===== src/rtl/frame_scheduler_if.sv =====
`default_nettype none
// ============================================================================
// Module      : frame_scheduler_if
// Description : Register-write and LED-driver frame bus between the SPI
//               register layer / LED driver and the frame scheduler.
// Revision    : 1.0 - initial release
// ============================================================================
interface frame_scheduler_if #(
    parameter int FRAME_BYTES = 8
);
    // Register write channel
    logic                     wr_valid;
    logic [3:0]               wr_addr;
    logic [7:0]               wr_data;
    logic                     wr_ready;

    // LED driver side
    logic                     frame_done;
    logic [FRAME_BYTES*8-1:0] frame_buffer;
    logic [5:0]               frame_done_index;

    // Status
    logic                     commit_pending;
    logic                     commit_pulse;
    logic [7:0]               frame_count;

    // Host / driver side (drives writes and frame_done)
    modport master (
        output wr_valid, wr_addr, wr_data, frame_done,
        input  wr_ready, frame_buffer, frame_done_index,
               commit_pending, commit_pulse, frame_count
    );

    // Scheduler side
    modport slave (
        input  wr_valid, wr_addr, wr_data, frame_done,
        output wr_ready, frame_buffer, frame_done_index,
               commit_pending, commit_pulse, frame_count
    );
endinterface
`default_nettype wire


===== src/rtl/frame_scheduler.sv =====
`default_nettype none
// ============================================================================
// Module      : frame_scheduler
// Description : Double-buffered frame controller. Byte writes land in a
//               shadow frame that is copied to the active frame only on the
//               driver's frame_done pulse; the active frame can be animated
//               (blink / inverse-blink / byte rotate) between commits.
// Revision    : 1.0 - initial release
// ============================================================================
module frame_scheduler #(
    parameter int FRAME_BYTES = 8
) (
    input  wire logic         clk,
    input  wire logic         rst_n,
    frame_scheduler_if.slave  bus
);

    localparam int FRAME_W = FRAME_BYTES * 8;

    localparam logic [0:0] ST_IDLE  = 1'b0;
    localparam logic [0:0] ST_ARMED = 1'b1;

    localparam logic [1:0] MODE_STATIC  = 2'b00;
    localparam logic [1:0] MODE_BLINK   = 2'b01;
    localparam logic [1:0] MODE_ROTATE  = 2'b10;
    localparam logic [1:0] MODE_INVERSE = 2'b11;

    localparam logic [3:0] ADDR_CTRL  = 4'd8;
    localparam logic [3:0] ADDR_HOLD  = 4'd9;
    localparam logic [3:0] ADDR_INDEX = 4'd10;

    // FSM state
    logic [0:0]         state_q, state_d;

    // Datapath state
    logic [FRAME_W-1:0] shadow_q, shadow_d;
    logic [5:0]         shadow_index_q, shadow_index_d;
    logic [FRAME_W-1:0] active_q, active_d;
    logic [5:0]         active_index_q, active_index_d;
    logic               auto_q, auto_d;
    logic [1:0]         mode_q, mode_d;
    logic [7:0]         hold_q, hold_d;
    logic [7:0]         step_cnt_q, step_cnt_d;
    logic               phase_q, phase_d;
    logic [2:0]         rot_q, rot_d;
    logic [7:0]         frame_count_q, frame_count_d;
    logic               commit_pulse_q, commit_pulse_d;

    // Decoded controls
    logic               wr_ready;
    logic               commit_pending;
    logic               wr_fire;
    logic               arm;
    logic               commit;
    logic [7:0]         step_inc;
    logic [FRAME_W-1:0] rotated;
    logic [FRAME_W-1:0] frame_out;

    assign wr_fire  = bus.wr_valid & wr_ready;
    // Arming uses the AUTO value already stored, so a CTRL write that sets
    // AUTO does not itself count as a byte-7 write.
    assign arm      = wr_fire &
                      (((bus.wr_addr == ADDR_CTRL) & bus.wr_data[0]) |
                       ((bus.wr_addr == 4'd7) & auto_q));
    assign commit   = (state_q == ST_ARMED) & bus.frame_done;
    assign step_inc = step_cnt_q + 8'd1;

    // State register
    always_ff @(posedge clk) begin
        if (!rst_n) begin
            state_q <= ST_IDLE;
        end else begin
            state_q <= state_d;
        end
    end

    // Next-state logic: arm on a commit request, return on frame_done
    always_comb begin
        state_d = state_q;
        case (state_q)
            ST_IDLE:  if (arm)            state_d = ST_ARMED;
            ST_ARMED: if (bus.frame_done) state_d = ST_IDLE;
            default:                      state_d = ST_IDLE;
        endcase
    end

    // FSM outputs: writes are stalled while a commit is armed
    always_comb begin
        wr_ready       = 1'b0;
        commit_pending = 1'b0;
        case (state_q)
            ST_IDLE:  wr_ready       = 1'b1;
            ST_ARMED: commit_pending = 1'b1;
            default:  wr_ready       = 1'b0;
        endcase
    end

    // Datapath registers
    always_ff @(posedge clk) begin
        if (!rst_n) begin
            shadow_q       <= '0;
            shadow_index_q <= '0;
            active_q       <= '0;
            active_index_q <= '0;
            auto_q         <= 1'b0;
            mode_q         <= MODE_STATIC;
            hold_q         <= 8'd1;
            step_cnt_q     <= '0;
            phase_q        <= 1'b0;
            rot_q          <= '0;
            frame_count_q  <= '0;
            commit_pulse_q <= 1'b0;
        end else begin
            shadow_q       <= shadow_d;
            shadow_index_q <= shadow_index_d;
            active_q       <= active_d;
            active_index_q <= active_index_d;
            auto_q         <= auto_d;
            mode_q         <= mode_d;
            hold_q         <= hold_d;
            step_cnt_q     <= step_cnt_d;
            phase_q        <= phase_d;
            rot_q          <= rot_d;
            frame_count_q  <= frame_count_d;
            commit_pulse_q <= commit_pulse_d;
        end
    end

    // Register writes, commit copy and animation stepping
    always_comb begin
        shadow_d       = shadow_q;
        shadow_index_d = shadow_index_q;
        active_d       = active_q;
        active_index_d = active_index_q;
        auto_d         = auto_q;
        mode_d         = mode_q;
        hold_d         = hold_q;
        step_cnt_d     = step_cnt_q;
        phase_d        = phase_q;
        rot_d          = rot_q;
        frame_count_d  = frame_count_q;
        commit_pulse_d = commit;

        if (wr_fire) begin
            if (!bus.wr_addr[3]) begin
                shadow_d[{bus.wr_addr[2:0], 3'b000} +: 8] = bus.wr_data;
            end else begin
                case (bus.wr_addr)
                    ADDR_CTRL: begin
                        auto_d = bus.wr_data[1];
                        mode_d = bus.wr_data[3:2];
                    end
                    ADDR_HOLD:  hold_d         = bus.wr_data;
                    ADDR_INDEX: shadow_index_d = bus.wr_data[5:0];
                    default:    ;
                endcase
            end
        end

        if (commit) begin
            active_d       = shadow_q;
            active_index_d = shadow_index_q;
            step_cnt_d     = '0;
            phase_d        = 1'b0;
            rot_d          = '0;
            frame_count_d  = frame_count_q + 8'd1;
        end else if (bus.frame_done && (hold_q != 8'd0)) begin
            // Counter is not cleared by HOLD writes, so a counter already
            // past HOLD only steps again after it wraps through 255.
            if (step_inc == hold_q) begin
                step_cnt_d = '0;
                phase_d    = ~phase_q;
                rot_d      = rot_q + 3'd1;
            end else begin
                step_cnt_d = step_inc;
            end
        end
    end

    // Byte rotation: output byte i is active byte (i + rot) mod 8
    for (genvar i = 0; i < FRAME_BYTES; i++) begin : g_rot
        assign rotated[i*8 +: 8] = active_q[{3'(i) + rot_q, 3'b000} +: 8];
    end

    // Displayed frame is a function of registered state only
    always_comb begin
        frame_out = active_q;
        case (mode_q)
            MODE_STATIC:  frame_out = active_q;
            MODE_BLINK:   frame_out = phase_q ? '0 : active_q;
            MODE_ROTATE:  frame_out = rotated;
            MODE_INVERSE: frame_out = phase_q ? ~active_q : active_q;
            default:      frame_out = active_q;
        endcase
    end

    assign bus.wr_ready         = wr_ready;
    assign bus.commit_pending   = commit_pending;
    assign bus.commit_pulse     = commit_pulse_q;
    assign bus.frame_count      = frame_count_q;
    assign bus.frame_buffer     = frame_out;
    assign bus.frame_done_index = active_index_q;

endmodule
`default_nettype wire


===== src/flat_wrapper.sv =====
// flat-port wrapper written by rule: the top's interface ports become plain ports
module frame_scheduler_flat 
#(
    parameter int FRAME_BYTES = 8
)
  (clk, rst_n, bus_wr_valid, bus_wr_addr, bus_wr_data, bus_frame_done, bus_wr_ready, bus_frame_buffer, bus_frame_done_index, bus_commit_pending, bus_commit_pulse, bus_frame_count);
  frame_scheduler_if #(.FRAME_BYTES(FRAME_BYTES)) bus_i ();
  input  wire logic clk;
  input  wire logic rst_n;
  input wire logic [$bits(bus_i.wr_valid)-1:0] bus_wr_valid;
  input wire logic [$bits(bus_i.wr_addr)-1:0] bus_wr_addr;
  input wire logic [$bits(bus_i.wr_data)-1:0] bus_wr_data;
  input wire logic [$bits(bus_i.frame_done)-1:0] bus_frame_done;
  output wire logic [$bits(bus_i.wr_ready)-1:0] bus_wr_ready;
  output wire logic [$bits(bus_i.frame_buffer)-1:0] bus_frame_buffer;
  output wire logic [$bits(bus_i.frame_done_index)-1:0] bus_frame_done_index;
  output wire logic [$bits(bus_i.commit_pending)-1:0] bus_commit_pending;
  output wire logic [$bits(bus_i.commit_pulse)-1:0] bus_commit_pulse;
  output wire logic [$bits(bus_i.frame_count)-1:0] bus_frame_count;
  assign bus_i.wr_valid = bus_wr_valid;
  assign bus_i.wr_addr = bus_wr_addr;
  assign bus_i.wr_data = bus_wr_data;
  assign bus_i.frame_done = bus_frame_done;
  assign bus_wr_ready = bus_i.wr_ready;
  assign bus_frame_buffer = bus_i.frame_buffer;
  assign bus_frame_done_index = bus_i.frame_done_index;
  assign bus_commit_pending = bus_i.commit_pending;
  assign bus_commit_pulse = bus_i.commit_pulse;
  assign bus_frame_count = bus_i.frame_count;
  frame_scheduler #(.FRAME_BYTES(FRAME_BYTES)) u_core (.clk(clk), .rst_n(rst_n), .bus(bus_i));
endmodule

===== config.mk =====
export PLATFORM = sky130hd
export DESIGN_NAME = frame_scheduler_flat
export DESIGN_NICKNAME = d
export VERILOG_FILES = /design/src/rtl/frame_scheduler_if.sv /design/src/rtl/frame_scheduler.sv /design/src/flat_wrapper.sv
export SDC_FILE = /design/constraint.sdc
export NUM_CORES = 1
export LEC_CHECK = 0
export BUFFER_PORTS_ARGS = -buffer_cell sky130_fd_sc_hd__buf_2
export CORE_MARGIN = 4
export CORE_UTILIZATION = 38
export DETAILED_ROUTE_END_ITERATION = 8
export GPL_ROUTABILITY_DRIVEN = 0
export PLACE_DENSITY = 0.66
export SLEW_MARGIN = 25
export SYNTH_ARGS = -nofsm -noshare
export SYNTH_HDL_FRONTEND = slang
export SYNTH_SLANG_ARGS = --single-unit

===== constraint.sdc =====
create_clock -name clk -period 5.1 [get_ports clk]
set_input_delay 1.02 -clock clk [delete_from_list [all_inputs] [get_ports clk]]
set_output_delay 1.02 -clock clk [all_outputs]
set_load 0.02 [all_outputs]

==> flow_summary.ini <==
[clock_network]
clock-root-buffer = clkbuf_16
cts_resized = 0
htree_levels = 4
cts.clk_slew.worst_paths_ns = 0.07
insertion_delay_ns = 0.43
clk_path_buf_depth = 2
cts_tree = built
cts.sinks = 173
cts_buffers = 17
cts_setup_buffers = 0
postCtsHoldBufs = 0

[yosys]
synth_most_common_cell = nand2_1
netlist_area_um2 = 11900
synth_common_cells = 340 x nand2_1, 173 x dfxtp_1, 128 x mux4_2
avgSynthCellArea_um2 = 9.48
synth-async-reset-ratio = 0
synthFlopType = dfxtp_1
yosysUniqueCellTypes = 44
synth_warnings = 0
synth_nets = 1347
yosysSeqAreaShare = 0.290
synth-edff-count = 0
synth_top_area_frac = 0.290
synth-seq-cells = 173
synthCells = 1258
yosys.area.top_type = dfxtp_1
synth_area_leaders = dfxtp_1 29%, mux4_2 24%, nand2_1 11%, ha_1 7.7%, a21boi_0 5.9%

[sta]
slew_headroom = 0.305
fin_setup_tns_ns = 0
finalSetupViolations = 0
fin_skew_ns = 0.00903
hold_viol = 0
fmax_ghz = 0.229
drv_slew = 0
final.setup.worst_slack_ns = 0.729
fin_crit_sh = 0.857
rsz0062_at_grt = no
fin_crit_ns = 4.37
worst_pin_slew_ns = 1.04

[layout]
nNetsFinal = 1388
area_delta_synth_final_pct = 10.9
drive_above_1_share = 0.229

[global_routing]
gr-total-overflow = 0
grt_start_max_net_pins = 119
grt_pass1_vias = 9100
antenna_found_initial = 2
grt.total_usage = 0.184
grt_pass1_wl_um = 50200

[worst_setup_path]
setup.worst_path.start = u_core.rot_q[0]$_SDFFE_PP0P_
crit_end = bus_frame_buffer[43]
worstSetupStartpointType = register
worst_r2r_startpoint = u_core.state_q$_SDFF_PN0_
crit_type = register to output port
reg2reg_depth = 5
crit_chain = inv_1 -> ha_1 -> buf_4 -> mux4_2 -> nand2_1 -> nand2_1 -> mux4_2 -> buf_2
crit_buf_inv = 3
required_ns = 4.08
critPathMaxFanout = 32
r2r_slack_ns = 2.86
cp_slowest_stage_delay_ns = 0.64
rr_endpoint = u_core.shadow_q[2]$_SDFFE_PN0P_
path_delay_family = multiplexers
crit_slowest_cell = dfxtp_4
path_depth = 8
crit_arrival_ns = 3.35
end_kind = output port

[pwr]
irDropWorstVdd_mv = 0.260
p_per_area_nw_per_um2 = 232
p_leak_nw = 5.36

[floorplan]
pin_count = 97
fp.dieH_um = 185
die_w_um = 185
start_util = 0.388
rows = 64
dieArea_um2 = 34300
core_um2 = 30700

[routing]
drt_iter0_markers = 598
drcViolationCount = 0
wl_um = 31200
detailroute.via_count = 9514
ant_nets = 0
vias_per_cell = 5.56
wl_per_cell_um = 18.3
first_pass_iters = 4

[outcome]
status = finished, final reports clean

[hold_path]
hold_class = register to register

[flow_run]
max-cap-violations = 0

[place]
portBuffers = 96
place_hpwl_um = 22400
dp_slack_ns = 1.17
==> layer usage <==
layer,global-route usage,vias to the layer above,part of all wire
met5,0,-,0.00026
met4,0.0449,2,0.017
met3,0.0418,38,0.075
met2,0.278,312,0.44
met1,0.268,4669,0.47
li1,-,4493,-
==> where the power goes <==
| group | total [mW] | leakage (nW) | switching (mW) | internal [mW] |
|---|---|---|---|---|
| Clock | 1.20 | 0.267 | 0.565 | 0.637 |
| Combinational | 0.479 | 3.70 | 0.291 | 0.188 |
| Sequential | 1.39 | 1.40 | 0.0296 | 1.36 |
==> state kept, by name (all words and copies together), names as in the netlist <==
register,flops
u_core.state_q,1
u_core.phase_q,1
u_core.active_q,64
u_core.bus.commit_pulse,1
u_core.step_cnt_q,8
u_core.rot_q,3
u_core.shadow_q,64
u_core.hold_q,8
u_core.bus.frame_count,8
u_core.auto_q,1
u_core.mode_q,2
u_core.bus.frame_done_index,6
u_core.shadow_index_q,6
==> cell type report <==
type / instances / area [um2]
antenna: 2 / 5.00
clock buffer: 19 / 433
clock inverter: 13 / 113
fill: 3014 / 17500
inverter: 74 / 278
multi-input combinational: 922 / 7830
sequential: 173 / 3470
tap: 396 / 495
timing repair buffer: 111 / 608
==> layout by cell type (no fill, tap or decap), drive strengths merged, types with 4 or more instances in the layout <==
cell type,count
xnor2,18
mux2,16
and2,21
a21boi,94
clkbuf,19
nor2b,49
or3,5
nand2,340
ha,73
nand4,12
clkinv,8
dfxtp,173
mux4,128
xor2,8
mux2i,48
nor2,22
nand3,28
nor4,4
buf,111
o21ai,26
and3,8
inv,78
==> cell families (layout without fill, tap and decap cells) <==
family | after synthesis | count (layout) | share of synthesized area
AOI/OAI and AO/OA | 131 | 131 | 0.0772
xor gates and xnor gates | 26 | 26 | 0.0191
adders and majority gates | 73 | 73 | 0.0766
buffers and inverters | 163 | 217 | 0.0547
DFF | 173 | 173 | 0.290
muxes | 192 | 192 | 0.297
other | 0 | 2 | 0
and+or+nand+nor | 500 | 500 | 0.185
==> how the worst min path moves through the flow <==
stage	from	to	cells past startpoint
after floorplan	u_core.shadow_q[14]$_SDFFE_PN0P_	u_core.active_q[14]$_SDFFE_PN0P_	2
after global placement	u_core.shadow_q[27]$_SDFFE_PN0P_	u_core.active_q[27]$_SDFFE_PN0P_	2
after detailed placement	u_core.shadow_q[18]$_SDFFE_PN0P_	u_core.active_q[18]$_SDFFE_PN0P_	2
after CTS	u_core.shadow_q[30]$_SDFFE_PN0P_	u_core.active_q[30]$_SDFFE_PN0P_	2
after global routing	u_core.shadow_q[30]$_SDFFE_PN0P_	u_core.active_q[30]$_SDFFE_PN0P_	2
final	u_core.shadow_q[30]$_SDFFE_PN0P_	u_core.active_q[30]$_SDFFE_PN0P_	2
==> worst min-delay path, stage by stage (launching register included) <==
cell and delay, ns:
dfxtp_1 0.31, nand2_1 0.05, a21boi_0 0.06
==> through the flow <==
stage / instance area [um2] / hold slack [ns] / instances / util / total power [mW]
finish: 13200 / 0.460 / 1710 / 0.431 / 3.07
global route: 13200 / 0.476 / 1708 / 0.430 / 3.22
CTS: 13200 / 0.462 / 1708 / 0.430 / 3.11
detailed placement: 12700 / 0.453 / 1676 / 0.413 / 1.91
global placement: 12700 / 0.449 / 1675 / 0.411 / 1.89
floorplan: 11900 / 0.437 / 1258 / - / 1.80
Note: power is estimated with default switching activity, not from simulation.
